## config.mk

```make
export PLATFORM = sky130hd
export DESIGN_NAME = vga_timing_engine
export DESIGN_NICKNAME = d
export VERILOG_FILES = /design/src/rtl/vga_timing_engine.sv
export SDC_FILE = /design/constraint.sdc
export NUM_CORES = 1
export LEC_CHECK = 0
export ABC_AREA = 1
export CAP_MARGIN = 40
export CORE_UTILIZATION = 50
export CTS_CLUSTER_DIAMETER = 60
export DETAILED_ROUTE_END_ITERATION = 10
export GPL_TIMING_DRIVEN = 0
export PLACE_DENSITY_LB_ADDON = 0.2
export REMOVE_ABC_BUFFERS = 1
export SETUP_SLACK_MARGIN = 0.1
export SLEW_MARGIN = 10
export SYNTH_ARGS = -nofsm -noshare
export SYNTH_HDL_FRONTEND = slang
export SYNTH_SLANG_ARGS = --single-unit
```

## constraint.sdc

```tcl
create_clock -name clk -period 2.3 [get_ports clk]
set_clock_uncertainty 0.2 [all_clocks]
set_input_delay 0.23 -clock clk [delete_from_list [all_inputs] [get_ports clk]]
set_output_delay 0.23 -clock clk [all_outputs]
set_load 0.01 [all_outputs]
```

## src/rtl/vga_timing_engine.sv

```systemverilog
// Parametrised VGA raster timing: look-ahead pixel counters, a registered presented stage,
// and an optional delay line that keeps sync and data-enable aligned with a pixel pipeline.
module vga_timing_engine #(
  parameter int H_ACTIVE   = 640,
  parameter int H_FP       = 16,
  parameter int H_SYNC     = 96,
  parameter int H_BP       = 48,
  parameter int V_ACTIVE   = 480,
  parameter int V_FP       = 10,
  parameter int V_SYNC     = 2,
  parameter int V_BP       = 33,
  parameter int HS_POL     = 0,
  parameter int VS_POL     = 0,
  parameter int SYNC_DELAY = 2,
  localparam int H_TOTAL   = H_ACTIVE + H_FP + H_SYNC + H_BP,
  localparam int V_TOTAL   = V_ACTIVE + V_FP + V_SYNC + V_BP,
  localparam int H_W       = $clog2(H_TOTAL),
  localparam int V_W       = $clog2(V_TOTAL)
) (
  input  logic           clk,
  input  logic           reset,
  input  logic           enable,
  output logic [H_W-1:0] next_col,
  output logic [V_W-1:0] next_row,
  output logic           visible_next,
  output logic [H_W-1:0] col,
  output logic [V_W-1:0] row,
  output logic           visible,
  output logic           hsync,
  output logic           vsync,
  output logic           line_start,
  output logic           frame_start,
  output logic           vblank,
  output logic           hsync_d,
  output logic           vsync_d,
  output logic           de_d
);

  localparam logic [H_W-1:0] H_LAST     = H_W'(H_TOTAL - 1);
  localparam logic [V_W-1:0] V_LAST     = V_W'(V_TOTAL - 1);
  localparam logic [H_W-1:0] H_ACT_END  = H_W'(H_ACTIVE);
  localparam logic [V_W-1:0] V_ACT_END  = V_W'(V_ACTIVE);
  localparam logic [H_W-1:0] HS_FIRST   = H_W'(H_ACTIVE + H_FP);
  localparam logic [H_W-1:0] HS_LAST    = H_W'(H_ACTIVE + H_FP + H_SYNC - 1);
  localparam logic [V_W-1:0] VS_FIRST   = V_W'(V_ACTIVE + V_FP);
  localparam logic [V_W-1:0] VS_LAST    = V_W'(V_ACTIVE + V_FP + V_SYNC - 1);
  localparam logic           HS_ON      = 1'(HS_POL);
  localparam logic           VS_ON      = 1'(VS_POL);

  logic hs_zone_next;
  logic vs_zone_next;
  logic col_zero_next;
  logic row_zero_next;
  logic vblank_next;

  assign visible_next  = (next_col < H_ACT_END) && (next_row < V_ACT_END);
  assign hs_zone_next  = (next_col >= HS_FIRST) && (next_col <= HS_LAST);
  assign vs_zone_next  = (next_row >= VS_FIRST) && (next_row <= VS_LAST);
  assign col_zero_next = (next_col == '0);
  assign row_zero_next = (next_row == '0);
  assign vblank_next   = (next_row >= V_ACT_END);

  // Look-ahead counters: wrap on TOTAL-1 so they never hold TOTAL.
  always_ff @(posedge clk or posedge reset) begin
    if (reset) begin
      next_col <= '0;
      next_row <= '0;
    end else if (!enable) begin
      next_col <= '0;
      next_row <= '0;
    end else if (next_col == H_LAST) begin
      next_col <= '0;
      next_row <= (next_row == V_LAST) ? '0 : next_row + 1'b1;
    end else begin
      next_col <= next_col + 1'b1;
    end
  end

  // Presented stage trails the look-ahead counters by exactly one cycle.
  always_ff @(posedge clk or posedge reset) begin
    if (reset) begin
      col         <= '0;
      row         <= '0;
      visible     <= 1'b0;
      hsync       <= ~HS_ON;
      vsync       <= ~VS_ON;
      line_start  <= 1'b0;
      frame_start <= 1'b0;
      vblank      <= 1'b0;
    end else if (!enable) begin
      col         <= '0;
      row         <= '0;
      visible     <= 1'b0;
      hsync       <= ~HS_ON;
      vsync       <= ~VS_ON;
      line_start  <= 1'b0;
      frame_start <= 1'b0;
      vblank      <= 1'b0;
    end else begin
      col         <= next_col;
      row         <= next_row;
      visible     <= visible_next;
      hsync       <= hs_zone_next ? HS_ON : ~HS_ON;
      vsync       <= vs_zone_next ? VS_ON : ~VS_ON;
      line_start  <= col_zero_next;
      frame_start <= col_zero_next && row_zero_next;
      vblank      <= vblank_next;
    end
  end

  generate
    if (SYNC_DELAY == 0) begin : g_no_delay
      assign hsync_d = hsync;
      assign vsync_d = vsync;
      assign de_d    = visible;
    end else begin : g_delay
      logic [SYNC_DELAY-1:0] hs_pipe;
      logic [SYNC_DELAY-1:0] vs_pipe;
      logic [SYNC_DELAY-1:0] de_pipe;

      // Not cleared by enable: blanked values simply flow through.
      always_ff @(posedge clk or posedge reset) begin
        if (reset) begin
          hs_pipe <= {SYNC_DELAY{~HS_ON}};
          vs_pipe <= {SYNC_DELAY{~VS_ON}};
          de_pipe <= '0;
        end else begin
          hs_pipe[0] <= hsync;
          vs_pipe[0] <= vsync;
          de_pipe[0] <= visible;
          for (int i = 1; i < SYNC_DELAY; i++) begin
            hs_pipe[i] <= hs_pipe[i-1];
            vs_pipe[i] <= vs_pipe[i-1];
            de_pipe[i] <= de_pipe[i-1];
          end
        end
      end

      assign hsync_d = hs_pipe[SYNC_DELAY-1];
      assign vsync_d = vs_pipe[SYNC_DELAY-1];
      assign de_d    = de_pipe[SYNC_DELAY-1];
    end
  endgenerate

endmodule

```

==> flow_metrics.tcl, run 1 <==
set metrics [dict create \
    outcome "finished, violations left" \
    violations "DRC" \
    rsz0062_at_grt "no" \
    cp_max_fo 7 \
    syn_to_final_growth_pct 28.2 \
    r2r-end "next_row[4]" \
    clk_pin_slew_worst_paths_ns 0.09 \
    fp.dieArea_sq_mm 0.00498 \
    drive_gt1_share_pct 8.95 \
    max-slew-margin-rel_pct 49.3 \
    whs_ns 0.159 \
    combinationalPowerShare_pct 9.1 \
    tightest_slew_ns 0.761 \
    crit_path_start_kind "register" \
    fp.dieW_um 70.6 \
    multiInputGateArea_sq_um 800 \
    ys_seq_elements 52 \
    rows 24 \
    root_buffer "clkbuf_8" \
    maxUsedRoutingLayer "met4" \
    maxCapViolations 0 \
    crit_arrival_ns 1.61 \
    cts_buffer_depth 2 \
    via_per_inst 5.00 \
    r2r-start "next_row[0]" \
    rr_worst_depth 7 \
    drt-total-wl_um 4710 \
    crit_end "visible_next" \
    synthCells 270 \
    pre_cts_slack_ns 0.195 \
    routed-wl-met3_um 262 \
    coreArea_sq_mm 0.00444 \
    vias 1881 \
    p_clk_share_pct 32.2 \
    fin_crit_sh_pct 88.5 \
    die_h_um 70.6 \
    grtUsageTotal_pct 20.6 \
    ys_seq_area_share_pct 55.6 \
    max-vdd-ir-drop_mv 0.323 \
    rrSetupSlack_ns 0.54 \
    setup.worst_path.start "next_row[6]" \
    power_density_mw_per_mm2 544 \
    overflow 0 \
    initial_core_util_pct 52.9 \
    seqCellArea_sq_mm 0.00131 \
    diodes 0 \
    fin_area_sq_mm 0.00302 \
    finalSetupViolCount 0 \
    place.gp.congestion 0.878 \
    synthTopCellsByArea "dfrtp_1, nand2_1, inv_1, dfstp_2, nor2_1" \
    io_pins 53 \
    seqPwrFrac_pct 58.6 \
    grt_first_pass_wirelength_um 7960 \
    first_iter_violations 106 \
    hold_viol 0 \
    grt_pass1_vias 1693 \
    post-synth-top-count-cell "nand2_1" \
    worstSetupEndpointType "output port" \
    setup_tns_ns 0 \
    cts_max_level 2 \
    ant_nets 0 \
    insertion_delay_ns 0.31 \
    placed_cell_area_sq_mm 0.00289 \
    drv_slew 0 \
    p_int_w 0.00125 \
    hp-start "g_delay.vs_pipe[0]" \
    routedWlPerCell_um 12.5 \
    grt_max_degree 44 \
    yosysUniqueCellTypes 28 \
    nFillCells 381 \
    cp.required_ns 1.87 \
    max_freq_ghz 0.491 \
    crit_type "reg -> out" \
    cts_sinks 52 \
    antenna_found_initial 0 \
    cts_tree "built" \
    avgSynthCellArea_sq_um 8.71 \
    period_needed_ns 2.04 \
    port_buffers 52 \
    ys_warn_count 0 \
    synth_area_sq_mm 0.00235 \
    p_leak_nw 1.56 \
    yosys_most_used_dff "dfrtp_1" \
    async_flop_share_pct 100 \
    numCtsBuffers 5 \
    nets 331 \
    p_switching_w 0.000394 \
    worst_slack_ns 0.264 \
    synth_edf_count 0 \
    hp-class "reg -> reg" \
    dr.pass1.iters 7 \
    fin_cells 376 \
    yosys.area.top_type_share_pct 48.9 \
    p_sw_share_pct 24.0 \
    met1_length_um 2200 \
    synth_area_leader_cell "dfrtp_1" \
    placed_cells 365 \
    wl_met2_um 2170 \
    synth_top_cells_by_count "nand2_1, inv_1, dfrtp_1" \
    dpl.hpwl_um 3230 \
    drc_errors 5 \
]
cells by family after synthesis:
kind of cell | after synthesis | synth area share, %
buf+inv | 60 | 10.7
xor+xnor | 2 | 0.745
simple gates | 141 | 27.8
compound gates | 10 | 2.50
flops | 52 | 55.6
fa+ha+maj | 5 | 2.66
through the flow:
stage / power [W] / utilization (%)
2_1_floorplan: 0.00105 / -
3_3_place_gp: 0.00113 / 64.7
3_5_place_dp: 0.00113 / 65.0
4_1_cts: 0.00166 / 67.3
5_1_grt: 0.00172 / 67.9
6_report: 0.00164 / 67.9
final cells by class:
| type | count | area share (%) |
|---|---|---|
| clock buffers | 7 | 2.86 |
| clock inverters | 1 | 0.249 |
| well taps | 52 | 2.16 |
| flip-flops and latches | 52 | 43.5 |
| inverters | 50 | 6.22 |
| repair buffers | 56 | 18.5 |
| multi-input cells | 158 | 26.5 |
state kept, by name, indices dropped and copies added (netlist names), 2 cells and up:
name             cells
g_delay.hs_pipe      2
g_delay.vs_pipe      2
row                 10
next_col            10
g_delay.de_pipe      2
col                 10
next_row            10
placed cells by master (no fill, tap or decap), types with 5 or more instances in the layout:
cell type / synthesis / final
clkdlybuf4s50_1: 0 / 50
inv_1: 49 / 48
dfstp_2: 6 / 6
nor2_1: 27 / 26
nand2_1: 65 / 65
dfrtp_1: 46 / 44
nor3_1: 9 / 8
ha_1: 5 / 5
clkbuf_8: 0 / 6
nand4_1: 14 / 14
nand3_1: 13 / 13
metal layers:
layer | GRT usage, % | up-vias
met5 | 0 | -
met2 | 30.9 | 61
li1 | - | 944
met4 | 7.33 | 0
met3 | 4.56 | 5
met1 | 30.0 | 871
power groups by stage:
stage	Clock, W	Combinational, W	Sequential, W
after floorplan	0	0.0000616	0.000985
after global placement	0	0.000146	0.000980
after detailed placement	0	0.000151	0.000980
after CTS	0.000550	0.000153	0.000962
after global routing	0.000584	0.000169	0.000966
final	0.000529	0.000150	0.000962
worst min-delay path by stage:
stage	endpoint	cells past startpoint
3_3_place_gp	g_delay.de_pipe[1]	0
5_1_grt	g_delay.vs_pipe[1]	0
4_1_cts	g_delay.vs_pipe[1]	0
3_5_place_dp	g_delay.de_pipe[1]	0
6_report	g_delay.vs_pipe[1]	0
2_1_floorplan	col[0]	2
critical path: stages, from the launching register on:
cell           delay (ns)
dfrtp_2              0.44
nand2_1              0.12
nor2_2               0.16
nand2_1              0.12
nand2_1              0.13
nor3_2               0.05
dlygate4sd2_1        0.28
timing repair:
action                                  CTS  global route
hold buffers                              1             0
gates resized for setup                   2             3
setup buffers                             0             2
hold endpoints to repair                 11             0
endpoints found under the setup margin    1             1
No activity file was read; power rests on OpenSTA's default activity.
==> inputs of run 2 (changes only) <==
Settings changed: CORE_MARGIN from default to 1.
==> results of run 2 <==
Final layout, timing and power as in run 1 (identical DEF).
